[config.mk]
export PLATFORM = sky130hd
export DESIGN_NAME = dm_lsu
export DESIGN_NICKNAME = d
export VERILOG_FILES = /design/src/rtl/dm_pkg.sv /design/src/rtl/dm_load_align.sv /design/src/rtl/dm_lsu.sv
export SDC_FILE = /design/constraint.sdc
export NUM_CORES = 1
export LEC_CHECK = 0
export CAP_MARGIN = 20
export CORE_MARGIN = 2
export CORE_UTILIZATION = 32
export CTS_BUF_LIST = sky130_fd_sc_hd__clkbuf_16
export CTS_CLUSTER_SIZE = 40
export DETAILED_ROUTE_END_ITERATION = 16
export PLACE_DENSITY = 0.85
export SLEW_MARGIN = 30
export SYNTH_ARGS = -nofsm -noshare
export SYNTH_HDL_FRONTEND = slang
export SYNTH_SLANG_ARGS = --single-unit
[constraint.sdc]
create_clock -name clk -period 1.57 [get_ports clk]
set_input_delay 0.2355 -clock clk [delete_from_list [all_inputs] [get_ports clk]]
set_output_delay 0.2355 -clock clk [all_outputs]
set_load 0.02 [all_outputs]
[src/rtl/dm_pkg.sv]
// Shared definitions for the data-memory load/store unit: access-size encodings,
// FSM states and the lane/alignment helpers used on the request path.
package dm_pkg;

   localparam logic [2:0] DM_WORD  = 3'b000;
   localparam logic [2:0] DM_HALF  = 3'b001;
   localparam logic [2:0] DM_HALFU = 3'b010;
   localparam logic [2:0] DM_BYTE  = 3'b011;
   localparam logic [2:0] DM_BYTEU = 3'b100;
   localparam logic [2:0] DM_WORDU = 3'b101;
   localparam logic [2:0] DM_DWORD = 3'b110;

   typedef enum logic [1:0] {
      IDLE,
      RD_WAIT,
      RESP
   } dm_state_e;

   // Mask is computed for an 8-lane bus; narrower buses keep only the low lanes.
   function automatic logic [7:0] lane_mask(input logic [2:0] ctrl, input logic [2:0] addr_lo);
      logic [7:0] m;
      case (ctrl)
         DM_BYTE, DM_BYTEU: m = 8'h01;
         DM_HALF, DM_HALFU: m = 8'h03;
         DM_WORD, DM_WORDU: m = 8'h0F;
         DM_DWORD:          m = 8'hFF;
         default:           m = 8'h00;
      endcase
      return m << addr_lo;
   endfunction

   function automatic logic is_misaligned(input logic [2:0] ctrl, input logic [2:0] addr_lo);
      logic mis;
      case (ctrl)
         DM_HALF, DM_HALFU: mis = addr_lo[0];
         DM_WORD, DM_WORDU: mis = (addr_lo[1:0] != 2'b00);
         DM_DWORD:          mis = (addr_lo != 3'b000);
         default:           mis = 1'b0;
      endcase
      return mis;
   endfunction

endpackage

[src/rtl/dm_load_align.sv]
// Picks the addressed lane out of a RAM read word and sign/zero-extends it to the
// full datapath width.
module dm_load_align
   import dm_pkg::*;
#(
   parameter int XLEN = 32
) (
   input  logic [XLEN-1:0] rdata,
   input  logic [2:0]      ctrl,
   input  logic [2:0]      addr_lo,
   output logic [XLEN-1:0] result
);

   logic [XLEN-1:0] shifted;

   // Size casts of signed slices give sign extension; unsigned slices zero-fill.
   always_comb begin
      shifted = rdata >> {addr_lo, 3'b000};
      case (ctrl)
         DM_BYTE:  result = XLEN'($signed(shifted[7:0]));
         DM_BYTEU: result = XLEN'(shifted[7:0]);
         DM_HALF:  result = XLEN'($signed(shifted[15:0]));
         DM_HALFU: result = XLEN'(shifted[15:0]);
         DM_WORD:  result = XLEN'($signed(shifted[31:0]));
         DM_WORDU: result = XLEN'(shifted[31:0]);
         default:  result = shifted;
      endcase
   end

endmodule

[src/rtl/dm_lsu.sv]
// Load/store unit: one request at a time, drives a byte-enabled RAM with fixed read
// latency and returns extended load data or an error flag over a response handshake.
module dm_lsu
   import dm_pkg::*;
#(
   parameter int XLEN    = 32,
   parameter int ADDR_W  = 32,
   parameter int MEM_LAT = 1
) (
   input  logic              clk,
   input  logic              rst,
   input  logic              req_valid,
   output logic              req_ready,
   input  logic              req_we,
   input  logic [2:0]        req_ctrl,
   input  logic [ADDR_W-1:0] req_addr,
   input  logic [XLEN-1:0]   req_wdata,
   output logic              rsp_valid,
   input  logic              rsp_ready,
   output logic [XLEN-1:0]   rsp_rdata,
   output logic              rsp_err,
   output logic              mem_en,
   output logic [XLEN/8-1:0] mem_we,
   output logic [ADDR_W-1:0] mem_addr,
   output logic [XLEN-1:0]   mem_wdata,
   input  logic [XLEN-1:0]   mem_rdata
);

   localparam int NB   = XLEN / 8;
   localparam int LO_W = $clog2(NB);

   dm_state_e       state_q, state_d;
   logic [2:0]      ctrl_q, addrLo_q, addrLo;
   logic [1:0]      cnt_q;
   logic [XLEN-1:0] rdata_q, loadData, storeData;
   logic            err_q, reqErr, illegal, fire;

   always_comb begin
      addrLo = '0;
      addrLo[LO_W-1:0] = req_addr[LO_W-1:0];
      illegal = (req_ctrl > DM_DWORD);
      if (XLEN == 32 && (req_ctrl == DM_WORDU || req_ctrl == DM_DWORD)) begin
         illegal = 1'b1;
      end
      reqErr = illegal | is_misaligned(req_ctrl, addrLo);
      fire   = req_valid & req_ready;
   end

   always_comb begin
      case (req_ctrl)
         DM_BYTE, DM_BYTEU: storeData = {NB{req_wdata[7:0]}};
         DM_HALF, DM_HALFU: storeData = {(XLEN/16){req_wdata[15:0]}};
         DM_WORD, DM_WORDU: storeData = {(XLEN/32){req_wdata[31:0]}};
         default:           storeData = req_wdata;
      endcase
   end

   dm_load_align #(.XLEN(XLEN)) u_align (
      .rdata   (mem_rdata),
      .ctrl    (ctrl_q),
      .addr_lo (addrLo_q),
      .result  (loadData)
   );

   always_ff @(posedge clk) begin
      if (rst) begin
         state_q <= IDLE;
      end else begin
         state_q <= state_d;
      end
   end

   always_comb begin
      state_d = state_q;
      case (state_q)
         IDLE:    if (fire) state_d = (reqErr || req_we) ? RESP : RD_WAIT;
         RD_WAIT: if (cnt_q == 2'd0) state_d = RESP;
         RESP:    if (rsp_ready) state_d = IDLE;
         default: state_d = IDLE;
      endcase
   end

   // The RAM strobe is combinational so the access starts in the handshake cycle.
   always_comb begin
      req_ready = (state_q == IDLE);
      rsp_valid = (state_q == RESP);
      mem_en    = 1'b0;
      mem_we    = '0;
      mem_addr  = '0;
      mem_wdata = '0;
      if (req_valid && state_q == IDLE && !reqErr) begin
         mem_en   = 1'b1;
         mem_addr = {req_addr[ADDR_W-1:LO_W], {LO_W{1'b0}}};
         if (req_we) begin
            mem_we    = NB'(lane_mask(req_ctrl, addrLo));
            mem_wdata = storeData;
         end
      end
   end

   // Read data is only sampled on the cycle the counter hits zero, so data returning
   // after a reset (state already IDLE) never reaches the response register.
   always_ff @(posedge clk) begin
      if (rst) begin
         ctrl_q   <= '0;
         addrLo_q <= '0;
         cnt_q    <= '0;
         err_q    <= 1'b0;
         rdata_q  <= '0;
      end else if (fire) begin
         ctrl_q   <= req_ctrl;
         addrLo_q <= addrLo;
         cnt_q    <= 2'(MEM_LAT - 1);
         err_q    <= reqErr;
         rdata_q  <= '0;
      end else if (state_q == RD_WAIT) begin
         if (cnt_q == 2'd0) begin
            rdata_q <= loadData;
         end else begin
            cnt_q <= cnt_q - 2'd1;
         end
      end
   end

   assign rsp_rdata = rdata_q;
   assign rsp_err   = err_q;

endmodule

==> flow_summary.ini, run 1 <==
[status]
status = finished with violations
violations = setup timing

[floorplan]
rows = 35
pin_count = 208
start_util_pct = 32.58
core_region_area_mm2 = 0.009153
dieArea_mm2 = 0.01011
dieWidth_um = 100.5
die_y_um = 100.5

[grt]
grt_antenna_before_repair = 0
top_usage_layer = met2
grt_pass1_vias = 4065
met2_usage_pct = 46.36
grt_use_total_pct = 25.46
met3_usage_pct = 5.479
use_met1_pct = 28.43
grt_pass1_wl_um = 20290
grt_max_degree = 25
overflow = 0

[pwr]
peakVddDrop_uv = 495.1
power_leakage_nw = 2.467
power.density_mw_per_mm2 = 580.6

[route]
drtIter0Drc = 151
num_vias = 4036
wire_per_inst_um = 17.85
drcViolationCount = 0
wl_um = 13420
dr.pass1.iters = 5
antenna_left = 0
via_per_inst = 5.367

[yosys]
synth-edff-count = 0
synthTopCellsByArea = dfxtp_1 28%, nand2_1 11%, a21oi_1 7.6%, and2_1 6.5%, mux2i_1 5.0%
yosys_warnings = 0
syn_avg_cell_area_um2 = 7.568
post_synth_fa_ha_maj_area_fraction_pct = 0.4196
ys_seq_elements = 42
synthesis.area_mm2 = 0.002982
synth_xor_area_share_pct = 1.427
synthCells = 394
synth-main-ff-cell = dfxtp_1
synth_cell_types = 54
ys_seq_area_share_pct = 28.20
ys_async_sr_fraction_pct = 0
yosys.area.top_type = dfxtp_1
synth_mux_area_share_pct = 8.812
synth_top_family_by_area = simple AND/OR/NAND/NOR gates
synth.top_cell.area_share_pct = 28.20
synth_compound_area_share_pct = 26.44
yosys.area_share.simple_pct = 28.83

[final_layout]
finish.utilization_pct = 69.97
area_growth_pct = 114.8
nets = 745
antennaDiodeCount = 0
layout-drive-gt1-share_pct = 43.84

[timing]
fin_setup_tns_ns = -18.11
setup_ws_ns = -0.3007
rsz0062_at_grt = true
finalSetupViolCount = 85
min_period_ns = 1.871
final_max_slew_viol_count = 0
fmax_mhz = 534.6
finalCritPeriodShare_pct = 119.2
skew_ns = 0.006959
hold_viol = 0

[hold_path]
min_path_type = input port to register
hold_path_depth = 4
min-delay-start = req_addr[0]
hold-path-endpoint = addrLo_q[0]$_SDFFE_PP0P_

[clock_tree]
cts_tree = done
hold_buffers = 0
cts-root-buf = clkbuf_16
cts_sinks = 42
clk_latency_ns = 0.29
cts-buffers-inserted = 5
cts_max_level = 2
clock_path_buffers = 2
clkSlewWorstSetupHoldPaths_ns = 0.06

[setup_path]
r2r_end = rsp_rdata[23]$_SDFFE_PP0P_
arrival_ns = 1.64
cp-start-kind = register
r2r_start = addrLo_q[1]$_SDFFE_PP0P_
end_kind = output port
criticalPathCategory = register to output port
cp.required_ns = 1.33
crit_path_max_fanout = 8
r2r_setup_slack_ns = -0.11
rr_worst_depth = 4

[placed_design]
dp.final_hpwl_um = 9925
pre_cts_slack_ns = -1.253
gp_congestion = 0.8900
io_buffers = 205

[job]
cap_violations = 0
[worst max path at each step]
| stage | start | end | slack [ns] | cells after the start |
|---|---|---|---|---|
| 2_1_floorplan | state_q[0]$_SDFFE_PP0P_ | mem_wdata[10] | -0.13 | 4 |
| 3_3_place_gp | req_ctrl[1] | mem_wdata[17] | -1.15 | 7 |
| 3_5_place_dp | req_ctrl[1] | mem_wdata[23] | -1.25 | 7 |
| 4_1_cts | state_q[1]$_SDFFE_PP0P_ | mem_wdata[27] | -0.36 | 6 |
| 5_1_grt | state_q[0]$_SDFFE_PP0P_ | mem_we[0] | -0.39 | 5 |
| 6_report | state_q[0]$_SDFFE_PP0P_ | mem_wdata[20] | -0.30 | 6 |
[sequential cells by signal, summed over array words and instances, names as in the netlist]
register / flops
addrLo_q: 2
cnt_q: 2
ctrl_q: 3
rsp_err: 1
rsp_rdata: 32
state_q: 2
[synth_stat cells (2+ instances only)]
| cell type | n |
|---|---|
| and3_1 | 9 |
| dfxtp_1 | 42 |
| buf_4 | 3 |
| a31oi_1 | 9 |
| inv_1 | 5 |
| nor3_1 | 3 |
| a211oi_1 | 2 |
| a21o_1 | 2 |
| mux2_2 | 8 |
| buf_2 | 16 |
| clkbuf_1 | 6 |
| o221a_2 | 9 |
| o21ai_0 | 18 |
| o211ai_1 | 8 |
| nor2_1 | 26 |
| mux2i_1 | 15 |
| buf_1 | 2 |
| o2bb2ai_1 | 7 |
| nor2b_1 | 5 |
| nor3_2 | 2 |
| o31a_1 | 3 |
| o21ai_2 | 2 |
| a21oi_1 | 45 |
| nand2_1 | 85 |
| xnor2_1 | 3 |
| and2_1 | 31 |
[critical path, cell delays in order, from the launching register on]
cell and delay, ns:
dfxtp_2 0.34, nor3b_4 0.26, nand4_4 0.18, buf_12 0.18, buf_12 0.15, a21oi_4 0.12, buf_6 0.13
[what timing repair did]
action                                  in CTS  in global routing
cloned                                       3                  0
pin swaps                                   21                 18
endpoints found under the setup margin      97                100
buffers inserted                            10                  6
endpoints found under the hold margin        0                  0
gates resized for setup                    471                 46
[through the flow]
stage,hold slack (ns),instance area (um^2),std cells,power [W]
6_report,0.3962,6404,752,0.003718
5_1_grt,0.3978,6404,752,0.003860
4_1_cts,0.4340,6324,750,0.003671
3_5_place_dp,0.4471,5732,729,0.002501
3_3_place_gp,0.4444,5732,729,0.002470
2_1_floorplan,0.3696,3311,395,0.001821
[where the power goes]
part,leakage [nW],internal (W),total (W),switching [W]
logic,2.06,0.000798,0.00158,0.000782
clock network,0.0698,0.000588,0.00102,0.000430
registers,0.342,0.00110,0.00112,0.0000244
total,2.47,0.00248,0.00372,0.00124
[cells in the final DEF, fill, tap and decap left out, types with 15 or more instances in the layout]
cell	Yosys	routed
nor2_1	26	25
a21oi_1	45	16
dfxtp_1	42	38
buf_6	1	67
and2_4	0	22
nand2_1	85	74
o21ai_0	18	18
buf_4	3	52
clkdlybuf4s50_1	0	129
a21oi_2	0	17
mux2i_1	15	15
[final cells by class]
class,count,area (um^2)
repair buffers,266,2670
multi-input cells,319,2577
clock buffers,5,125.1
fillers,633,2749
inverters,6,22.52
flip-flops and latches,42,848.3
clock inverters,3,21.27
well taps,111,138.9
[per-layer routing]
layer	wire length, um	part of all wire, %
met3	927	6.9
met1	4905	37
met4	553	4.1
met5	0	0
met2	7033	52
[kinds of logic after synthesis]
family,count (synthesis)
AOI/OAI and AO/OA,115
xor gates and xnor gates,4
adders and majority gates,1
buffers and inverters,35
DFF,42
muxes,24
other,1
and+or+nand+nor,172
Note: power is estimated with default switching activity, not from simulation.
==> run 2: changes to the inputs <==
Settings changed: CORE_UTILIZATION 32 to 34, SYNTH_HIERARCHICAL set to 1.
==> run 2 against run 1 <==
Against the previous run: clock skew fell by 0.0027 ns; critical endpoint is now mem_we[3]; the flow still finishes with violations (setup timing); routed wire length rose by 31%; sequential cell count did not move; critical path depth did not move; power rose by 14%; core utilization rose by 3.9 points.
==> flow_summary.ini, run 2 <==
[yosys]
synth-main-ff-cell = dfxtp_1
ys_seq_elements = 42
syn_avg_cell_area_um2 = 7.105
yosys.area.top_type = dfxtp_1
synth-edff-count = 0
synthesis.area_mm2 = 0.003425
ys_top_cells_by_count = 95 x nand2_1, 49 x a21oi_1, 42 x dfxtp_1
ys_seq_area_share_pct = 24.55
ys_async_sr_fraction_pct = 0
yosys_warnings = 6
synthTopCellsByArea = dfxtp_1 25%, nand2_1 10%, mux2i_1 7.3%, a21oi_1 7.2%, and2_1 5.7%
synth.top_cell.area_share_pct = 24.55
yosysMostFrequentCell = nand2_1
synthCells = 482
synth_cell_types = 50

[timing]
skew_ns = 0.004225
setup_ws_ns = -0.5918
finalCritPeriodShare_pct = 137.7
hold_viol = 0
rsz0062_at_grt = true
min_period_ns = 2.162
finalSetupViolCount = 76
fmax_mhz = 462.6
final_max_slew_viol_count = 0

[placed_design]
gp_congestion = 1.027
pre_cts_slack_ns = -1.315
numPlacedInstances = 840
dp.final_hpwl_um = 11770
place_area_mm2 = 0.006052
io_buffers = 205

[pwr]
total_power_w = 0.004256
power.density_mw_per_mm2 = 589.5
peakVddDrop_uv = 558.4
power_leakage_nw = 2.855

[route]
antenna_left = 0
drcViolationCount = 0
dr.pass1.iters = 4
wl_um = 17540
drtIter0Drc = 241
wire_per_inst_um = 20.00
num_vias = 4809
via_per_inst = 5.483

[final_layout]
area_growth_pct = 110.8
fin_cells = 877
layout-drive-gt1-share_pct = 39.52
nets = 848
finish.utilization_pct = 73.86
final_area_mm2 = 0.007219
layout_commonest_cell = clkdlybuf4s50_1
largest_reg_flops = 32
num-fill-cells = 718
antennaDiodeCount = 0
most-common-layout-cells = 128 x clkdlybuf4s50_1, 92 x nand2_1, 76 x buf_6

[floorplan]
core_region_area_mm2 = 0.009774
rows = 36
dieArea_mm2 = 0.01089
dieWidth_um = 104.4
pin_count = 208
die_y_um = 104.4
start_util_pct = 35.04

[clock_tree]
cts_tree = done
cts-buffers-inserted = 5
clk_latency_ns = 0.28
clock_path_buffers = 2
hold_buffers = 0
cts_max_level = 2
cts_sinks = 42
clkSlewWorstSetupHoldPaths_ns = 0.06
cts-root-buf = clkbuf_16

[grt]
grt_pass1_vias = 4842
grt_max_degree = 34
overflow = 0
grt_pass1_wl_um = 25520
grt_antenna_before_repair = 1
grt_use_total_pct = 29.12

[setup_path]
cp-start-kind = register
criticalPathCategory = register to output port
end_kind = output port
arrival_ns = 1.93
crit_path_max_fanout = 6
rr_worst_depth = 6
cp.required_ns = 1.33

[hold_path]
min_path_type = input port to register
hold_path_depth = 4

[job]
cap_violations = 0

[status]
violations = setup timing
status = finished with violations
[run 2: changes by cell type after synthesis, sizes merged, moves of 9 or more]
cell,before,now
nor2,27,36
clkbuf,7,20
o221a,9,0
a211oi,3,16
a31oi,9,0
a21oi,45,54
nor2b,6,20
nand2,85,96
mux2i,15,25
o21ai,21,35
[run 2: routing by layer]
metal  part of all wire, %  GRT usage (%)  wire length (um)  vias up
li1                      -              -                 -     2184
met1                    36          31.15              6233     2248
met2                    50          52.66              8815      306
met3                   9.3          9.273              1632       69
met4                   4.8          11.78               842        2
met5                 0.091              0                16        -
[run 2: final timing paths]
kind	startpoint	slack (ns)	end
worst max register to register	addrLo_q[0]$_SDFFE_PP0P_	-0.05	rsp_rdata[16]$_SDFFE_PP0P_
worst min-delay path	req_addr[0]	0.45	addrLo_q[0]$_SDFFE_PP0P_
worst min register to register	rsp_rdata[2]$_SDFFE_PP0P_	0.45	rsp_rdata[2]$_SDFFE_PP0P_
worst max-delay path	state_q[1]$_SDFFE_PP0P_	-0.59	mem_we[3]
[run 2: metrics by stage]
step	hold slack [ns]	setup TNS, ns
finish	0.4455	-33.14
global route	0.4451	-38.62
CTS	0.4535	-32.68
detailed placement	0.4459	-80.53
global placement	0.4425	-76.56
floorplan	0.3990	-17.54
[run 2: critical path, cell delays in order, from the launching register on]
cell and delay (ns):
dfxtp_2 0.33, nor3b_4 0.23, nand2_2 0.08, or3_4 0.41, buf_4 0.17, a2111oi_4 0.22
buf_4 0.21
[run 2: final cells by class]
cell class | count | area [um^2] | share of cell area [%]
Timing Repair Buffer | 296 | 3127 | 43.31
Clock inverter | 3 | 63.81 | 0.8839
Sequential cell | 42 | 848.3 | 11.75
Inverter | 6 | 22.52 | 0.3120
Multi-Input combinational cell | 392 | 2867 | 39.71
Clock buffer | 5 | 125.1 | 1.733
Tap cell | 133 | 166.4 | 2.305
[run 2: cell families after synthesis]
family | Yosys count | share of synthesized area [%]
AND/OR/NAND/NOR | 221 | 32.41
AO/OA/AOI/OAI | 137 | 26.27
buffers and inverters | 51 | 7.782
flip-flops | 42 | 24.55
multiplexers | 26 | 7.746
XOR/XNOR | 3 | 0.7674
adder cells (fa/ha/maj) | 1 | 0.3653
other | 1 | 0.1095
[run 2: timing repair]
| item | in CTS | in global routing |
|---|---|---|
| gates resized for setup | 475 | 97 |
| hold endpoints to repair | 0 | 0 |
| setup buffers | 13 | 12 |
| pin swaps | 11 | 51 |
| setup endpoints to repair | 100 | 95 |
| gates cloned | 5 | 5 |
[run 2: report_power, final]
part	switching, W	internal (W)
sequential	0.0000211	0.00109
clock	0.000409	0.000905
combinational	0.000885	0.000950
total	0.00132	0.00294
